File: src/rtl/shift_rotate_sequencer_if.sv
// Request/response bundle for the multi-cycle shift/rotate unit.
// The master issues start/op/data_in/amount; the slave returns busy/done/result.
interface shift_rotate_sequencer_if;
  logic        start;
  logic [2:0]  op;
  logic [31:0] data_in;
  logic [4:0]  amount;
  logic        busy;
  logic        done;
  logic [31:0] result;

  modport master (
    output start, op, data_in, amount,
    input  busy, done, result
  );

  modport slave (
    input  start, op, data_in, amount,
    output busy, done, result
  );
endinterface

File: src/rtl/shift_rotate_sequencer.sv
// Multi-cycle SHR/SHRA/SHL/ROR/ROL unit: moves a 32-bit operand at most STEP
// bit positions per cycle under an IDLE/RUN/DONE start-busy-done handshake.
module shift_rotate_sequencer #(
  parameter int STEP = 1
) (
  input  logic                            clk,
  input  logic                            clr,
  shift_rotate_sequencer_if.slave         bus
);

  typedef enum logic [1:0] {
    ST_IDLE = 2'd0,
    ST_RUN  = 2'd1,
    ST_DONE = 2'd2
  } state_e;

  localparam logic [2:0] OP_SHR  = 3'd0;
  localparam logic [2:0] OP_SHRA = 3'd1;
  localparam logic [2:0] OP_SHL  = 3'd2;
  localparam logic [2:0] OP_ROR  = 3'd3;
  localparam logic [2:0] OP_ROL  = 3'd4;
  localparam logic [4:0] STEP_V  = 5'(STEP);

  state_e      state_q, state_d;
  logic [2:0]  op_q, op_d;
  logic [4:0]  remain_q, remain_d;
  logic [31:0] work_q, work_d;
  logic        busy_q, busy_d;
  logic        done_q, done_d;
  logic [4:0]  step_s;
  logic [4:0]  load_remain_s;

  // SHRA refills from the current MSB each step, so chained steps compose
  // into one arithmetic shift by the total count.
  function automatic logic [31:0] move_bits(input logic [2:0] op,
                                            input logic [31:0] w,
                                            input logic [4:0] s);
    logic [31:0] r;
    case (op)
      OP_SHR:  r = w >> s;
      OP_SHRA: r = $signed(w) >>> s;
      OP_SHL:  r = w << s;
      OP_ROR:  r = (w >> s) | (w << (6'd32 - {1'b0, s}));
      OP_ROL:  r = (w << s) | (w >> (6'd32 - {1'b0, s}));
      default: r = w;
    endcase
    return r;
  endfunction

  // Next-state, datapath step and registered handshake outputs.
  always_comb begin
    state_d       = state_q;
    op_d          = op_q;
    remain_d      = remain_q;
    work_d        = work_q;
    step_s        = (remain_q < STEP_V) ? remain_q : STEP_V;
    load_remain_s = (bus.op > OP_ROL) ? 5'd0 : bus.amount;

    case (state_q)
      ST_IDLE, ST_DONE: begin
        if (bus.start) begin
          work_d   = bus.data_in;
          op_d     = bus.op;
          remain_d = load_remain_s;
          state_d  = (load_remain_s == 5'd0) ? ST_DONE : ST_RUN;
        end else begin
          state_d  = ST_IDLE;
        end
      end
      ST_RUN: begin
        work_d   = move_bits(op_q, work_q, step_s);
        remain_d = remain_q - step_s;
        if (remain_d == 5'd0) begin
          state_d = ST_DONE;
        end else begin
          state_d = ST_RUN;
        end
      end
      default: begin
        state_d = ST_IDLE;
      end
    endcase

    busy_d = (state_d == ST_RUN);
    done_d = (state_d == ST_DONE);
  end

  // State and datapath registers; clr abandons any in-flight operation.
  always_ff @(posedge clk or negedge clr) begin
    if (!clr) begin
      state_q  <= ST_IDLE;
      op_q     <= 3'd0;
      remain_q <= 5'd0;
      work_q   <= 32'd0;
      busy_q   <= 1'b0;
      done_q   <= 1'b0;
    end else begin
      state_q  <= state_d;
      op_q     <= op_d;
      remain_q <= remain_d;
      work_q   <= work_d;
      busy_q   <= busy_d;
      done_q   <= done_d;
    end
  end

  assign bus.busy   = busy_q;
  assign bus.done   = done_q;
  assign bus.result = work_q;

endmodule

File: src/flat_wrapper.sv
// flat-port wrapper written by rule: the top's interface ports become plain ports
module shift_rotate_sequencer_flat 
#(
  parameter int STEP = 1
)
  (clk, clr, bus_start, bus_op, bus_data_in, bus_amount, bus_busy, bus_done, bus_result);
  shift_rotate_sequencer_if bus_i ();
  input  logic clk;
  input  logic clr;
  input wire logic [$bits(bus_i.start)-1:0] bus_start;
  input wire logic [$bits(bus_i.op)-1:0] bus_op;
  input wire logic [$bits(bus_i.data_in)-1:0] bus_data_in;
  input wire logic [$bits(bus_i.amount)-1:0] bus_amount;
  output wire logic [$bits(bus_i.busy)-1:0] bus_busy;
  output wire logic [$bits(bus_i.done)-1:0] bus_done;
  output wire logic [$bits(bus_i.result)-1:0] bus_result;
  assign bus_i.start = bus_start;
  assign bus_i.op = bus_op;
  assign bus_i.data_in = bus_data_in;
  assign bus_i.amount = bus_amount;
  assign bus_busy = bus_i.busy;
  assign bus_done = bus_i.done;
  assign bus_result = bus_i.result;
  shift_rotate_sequencer #(.STEP(STEP)) u_core (.clk(clk), .clr(clr), .bus(bus_i));
endmodule
File: config.mk
export PLATFORM = sky130hd
export DESIGN_NAME = shift_rotate_sequencer_flat
export DESIGN_NICKNAME = d
export VERILOG_FILES = /design/src/rtl/shift_rotate_sequencer_if.sv /design/src/rtl/shift_rotate_sequencer.sv /design/src/flat_wrapper.sv
export SDC_FILE = /design/constraint.sdc
export NUM_CORES = 1
export LEC_CHECK = 0
export CELL_PAD_IN_SITES_DETAIL_PLACEMENT = 1
export CELL_PAD_IN_SITES_GLOBAL_PLACEMENT = 1
export CORE_UTILIZATION = 35
export DETAILED_ROUTE_END_ITERATION = 8
export GPL_TIMING_DRIVEN = 0
export PLACE_DENSITY = 0.84
export SKIP_LAST_GASP = 1
export SYNTH_ARGS = -nofsm -noshare
export SYNTH_HDL_FRONTEND = slang
export SYNTH_SLANG_ARGS = --single-unit
File: constraint.sdc
create_clock -name clk -period 4.45 [get_ports clk]
set_clock_uncertainty 0.1 [all_clocks]
set_input_delay 0.89 -clock clk [delete_from_list [all_inputs] [get_ports clk]]
set_output_delay 0.89 -clock clk [all_outputs]
set_load 0.01 [all_outputs]
Yosys cells after proc, flatten, opt, wreduce, memory -nomap -nowiden --
Index checks and enable logic that the tools add are counted.
Storage, ports and cells: bits in registers 44, bits in latches 0, RAM bits 0, ROM bits 0, input port bits 43, output and inout port bits 34, word-level logic and storage cells 47, memories 0
Operators by class: $add $sub $neg 2, multipliers 0, div/mod/pow operators 0, order comparisons 2, equal/unequal tests 10, shift operators 5, mux-type cells 11, bitwise operators 2, reductions and logical operators 9
Operators by type and width (count):
- $pmux W32 S5 | 1
- $or A32 B32 Y32 | 2
- $pmux W32 S2 | 1
- $mux W32 | 1
- $shl A32 B5 Y32 | 1
- $shl A32 B6 Y32 | 1
- $shr A32 B5 Y32 | 1
- $shr A32 B6 Y32 | 1
- $sshr A32 B5 Y32 | 1
- $mux W5 | 3
- $logic_not A5 Y1 | 2
- $pmux W5 S2 | 1
- $eq A3 B2 Y1 const B | 2
- $mux W2 | 3
- $ne A6 B6 Y1 const B | 1
- $sub A6 B5 Y6 const A | 1
- $lt A5 B1 Y1 const B | 1
- $sub A5 B5 Y5 | 1
- $eq A2 B1 Y1 const B | 2
- $eq A2 B2 Y1 const B | 2
- $pmux W2 S2 | 1
- $reduce_and A2 Y1 | 2
- $eq A3 B1 Y1 const B | 1
- $eq A3 B3 Y1 const B | 1
- other kinds (7) | 7

Depth between registers and ports, before layout --
depth in word-level cells 7, gate-level depth with buffers 13, gate-level depth less buffers 9

Worst setup path after synthesis --
OpenSTA, ideal clock, no wires.
kind flip-flop to flip-flop, start point register u_core.remain_q[1], end point register u_core.work_q[2] (netlist: u_core.bus.result[2]), setup time 0.077 ns, data arrival time 2.896 ns, required time 4.273 ns, setup slack 1.376 ns, cell stages (with the launch flop) 13, buffers on the path 3, clock period less this slack 3.074 ns, cell sequence dfrtp_1 > nor4_4 > nand2_4 > inv_6 > buf_12 > buf_2 > ha_1 > buf_2 > or4b_2 > o31a_1 > nor2_1 > a21oi_1 > a21oi_1
Between the ends: word-level cells in the longest chain between the ends 7, elaborated cells on any way between the ends 12, classes of those cells 1 x add/sub; 1 x order compare; 5 x shift; 3 x mux; 2 x bitwise
RTL lines:
- start: declaration | line shift_rotate_sequencer.sv:26 | logic [4:0] remain_q, remain_d;
- start signal: assignment | line shift_rotate_sequencer.sv:100 | remain_q <= remain_d;
- $lt A5 B1 Y1 | line shift_rotate_sequencer.sv:56 | step_s = (remain_q < STEP_V) ? remain_q : STEP_V;
- $mux W5 * | line shift_rotate_sequencer.sv:56
- $sub A6 B5 Y6 | line shift_rotate_sequencer.sv:43, shift_rotate_sequencer.sv:44
- $shr A32 B6 Y32 / $shl A32 B6 Y32 (equally long branches) | line shift_rotate_sequencer.sv:44, shift_rotate_sequencer.sv:43
- $or A32 B32 Y32, on equally long branches | line shift_rotate_sequencer.sv:44, shift_rotate_sequencer.sv:43
- $pmux W32 S5 * | line shift_rotate_sequencer.sv:39 | case (op)
- $pmux W32 S2 * | line shift_rotate_sequencer.sv:59 | case (state_q)
- end signal: assignment | line shift_rotate_sequencer.sv:101 | work_q <= work_d;
- end: declaration | line shift_rotate_sequencer.sv:27 | logic [31:0] work_q, work_d;
Mark *: on every way between the ends. The rest lies on a longest branch, timed or not. A chain may end at the register's enable or synchronous reset.

Worst setup path after layout --
start point register u_core.remain_q[1], end point register u_core.work_q[1] (netlist: u_core.bus.result[1])
The elaborated chain is that of the path after synthesis.

==> out/results.tsv <==
stage	metric	value	unit
floorplan	die-area	12200	sq um
synthesis	synth_top_cell_area_share	26.8	%
clocking	cts_tree	done	
clocking	path_clk_slew	0.07	ns
placed_design	place.gp.congestion	1.00	
placed_design	place_hpwl	15400	microns
synthesis	synth_area_leader_cell	dfrtp_1	
job	drv_cap	0	
setup_path	cp_slowest_cell	clkbuf_1	
timing	slew_viol_final	0	
synthesis	syn-cell-area	4110	sq um
global_routing	grt.total_usage	36.7	%
synthesis	synth-edff-count	0	
clocking	cts_inserted_buffers	5	
final_layout	nFillCells	1395	
setup_path	reg2reg_depth	13	
timing	finalSetupViolations	0	
setup_path	reg2reg_from	u_core.remain_q[1]	
synthesis	synthArstFlopShare	100	%
synthesis	yosysWarnings	0	
global_routing	overflow	0	
setup_path	worstPathMaxFanout	10	
setup_path	worst-r2r-setup-slack	0.21	ns
synthesis	synth_flop_cell	dfrtp_1	
synthesis	synth-seq-cells	44	
detailed_routing	firstDrtPassIters	8	
floorplan	initial_core_util	36.0	%
final_layout	regArea	1100	sq um
detailed_routing	ant_nets	0	
timing	period_needed	4.24	ns
global_routing	grt_pass1_wl	31900	microns
synthesis	synth_nets	561	
timing	finalHoldViolations	0	
timing	rsz0062_at_grt	false	
synthesis	synth_seq_area_share	26.8	%
placed_design	place_area	5060	sq um
placed_design	numPortBuffers	76	
synthesis	postSynthCellCount	516	
setup_path	crit_top_cell	buf_2	
clocking	cts_root_buf	clkbuf_16	
timing	tightest_slew	1.14	ns
detailed_routing	drc	0	
final_layout	multi_input_area	2730	sq um
power	fin_total_pwr	0.00492	W
clocking	clkLatencyLatePin	0.31	ns
final_layout	final_area	5220	sq um
final_layout	drive_gt1_share	11.5	%
status	status	complete, no violations	
final_layout	diodes	0	
detailed_routing	vias	4940	
detailed_routing	routed_wl	21200	microns
clocking	clk_path_buf_depth	2	
timing	max_freq	0.236	GHz
setup_path	cp.required	4.58	ns
setup_path	critPathKind	flip-flop to flip-flop	
synthesis	ys_types	66	
global_routing	antenna_found_initial	0	
setup_path	cp_cell_sequence	nor4_4, nand2_4, inv_6, buf_12, buf_2, ha_1, buf_2, inv_2, clkbuf_1, nand2_1, a311oi_1, o31ai_1, a21oi_1	
setup_path	rr_endpoint	u_core.bus.result[1]	
clocking	cts_hold_buf	0	
final_layout	nets	645	
clocking	h-tree-depth	2	
power	vdd_drop_max	0.371	mV
synthesis	syn_avg_cell_area	7.96	sq um
setup_path	critPathCaptureType	flip-flop	
timing	maxSlewHeadroom	23.7	%
min_path	hold_path_class	primary input to asynchronous set/reset pin	
timing	setup_tns	0	ns
detailed_routing	drt_iter0_drc	520	
floorplan	io_pins	77	
setup_path	crit_buf_inv	6	
power	power_density	943	nW/um^2
floorplan	core_region_area	11400	sq um
final_layout	syn_to_final_growth	27.0	%
setup_path	cp_top_family	buffers and inverters	
setup_path	cpPeakStageDelay	0.56	ns
clocking	cts.sinks	44	
power	leakage	1.90	nW
setup_path	cp-start-kind	flip-flop	
floorplan	placementRows	39	
detailed_routing	wl_per_cell	28.5	microns
global_routing	grt_pass1_vias	5182	
timing	fin_crit_sh	95.3	%
synthesis	synth_area_leaders	dfrtp_1, mux4_2, nand2_1, o21ai_0, a21oi_1	
setup_path	arrival	4.37	ns
floorplan	die_height	110	microns
floorplan	dieWidth	110	microns
detailed_routing	avgViaCountPerCell	6.64	
global_routing	grt_max_degree	24	
## synthesized netlist by cell type (all sizes together), types with 6 or more instances
cell type / count
dfrtp: 44
mux2: 11
or3: 20
nand3: 14
buf: 14
inv: 12
o21ai: 56
a31o: 8
a31oi: 20
nor3: 7
mux2i: 10
mux4: 16
o22ai: 10
nand2: 70
o211ai: 6
nand2b: 7
nor2: 33
a21oi: 35
clkbuf: 39
o2bb2ai: 6
## power breakdown
part           leakage, nW  internal, W  total (W)  switching, W
Sequential           0.509     0.000602   0.000981      0.000379
Combinational         1.32      0.00140    0.00352       0.00212
Clock               0.0701     0.000225   0.000415      0.000190
## registers in the layout (all words and copies together), names as in the netlist
name / count
u_core.bus.busy: 1
u_core.bus.done: 1
u_core.state_q: 2
u_core.bus.result: 32
u_core.remain_q: 5
u_core.op_q: 3
## stage by stage
stage / worst slack (ns) / util, % / instances / hold slack, ns
floorplan: 1.38 / - / 516 / 0.494
global placement: 0.0355 / 44.2 / 735 / 0.533
detailed placement: 0.0596 / 44.3 / 736 / 0.546
CTS: 0.0291 / 45.6 / 744 / 0.499
global route: 0.110 / 45.7 / 744 / 0.523
finish: 0.208 / 45.7 / 744 / 0.485
## layer usage
metal | global-route usage, % | share of wire, % | vias to the layer above
li1 | - | - | 2125
met3 | 7.23 | 7.8 | 70
met4 | 20.1 | 4.8 | 0
met2 | 59.2 | 47 | 292
met1 | 45.9 | 40 | 2453
met5 | 0 | 0 | -
## repair_timing
action | CTS | global route
setup buffers | 0 | 0
setup endpoints to repair | 0 | 7
gates resized for setup | 0 | 1
## final cells by class
type	instances	share of cell area (%)
repair buffers	77	14.9
flip-flops and latches	44	21.1
inverters	12	0.959
clock inverters	1	0.144
plain buffers	53	4.39
clock buffers	7	2.73
well taps	143	3.43
multi-input cells	407	52.4
## layout by cell type, fill, tap and decap left out, types with 5 or more instances in the layout
master,count
o21ai_0,49
o211ai_1,6
buf_2,11
nand2b_1,7
nand3_1,14
dfrtp_1,44
clkbuf_1,39
clkbuf_16,5
mux2i_1,10
nand2_1,69
a31oi_1,20
or3_1,20
o22ai_1,10
a31o_2,8
nor2_1,33
nor3_1,7
clkdlybuf4s50_1,75
mux4_2,16
a21oi_1,34
nor2b_1,5
inv_1,10
o2bb2ai_1,6
mux2_2,11
## logic make-up after synthesis
logic type,after synthesis,synth area share [%]
mux,37,14.2
flops,44,26.8
xor+xnor,1,0.213
simple gates,178,21.2
buf+inv,65,6.79
fa+ha+maj,2,0.609
compound gates,188,30.1
other cells,1,0.0913
## how the worst max path moves through the flow
stage,from,to,depth (start not counted)
2_1_floorplan,u_core.remain_q[1],u_core.bus.result[2],12
3_3_place_gp,u_core.remain_q[1],u_core.bus.result[20],12
3_5_place_dp,u_core.remain_q[1],u_core.bus.result[20],12
4_1_cts,u_core.remain_q[1],u_core.bus.result[20],12
5_1_grt,u_core.remain_q[1],u_core.bus.result[1],13
6_report,u_core.remain_q[1],u_core.bus.result[1],13
No activity file was read; power rests on OpenSTA's default activity.
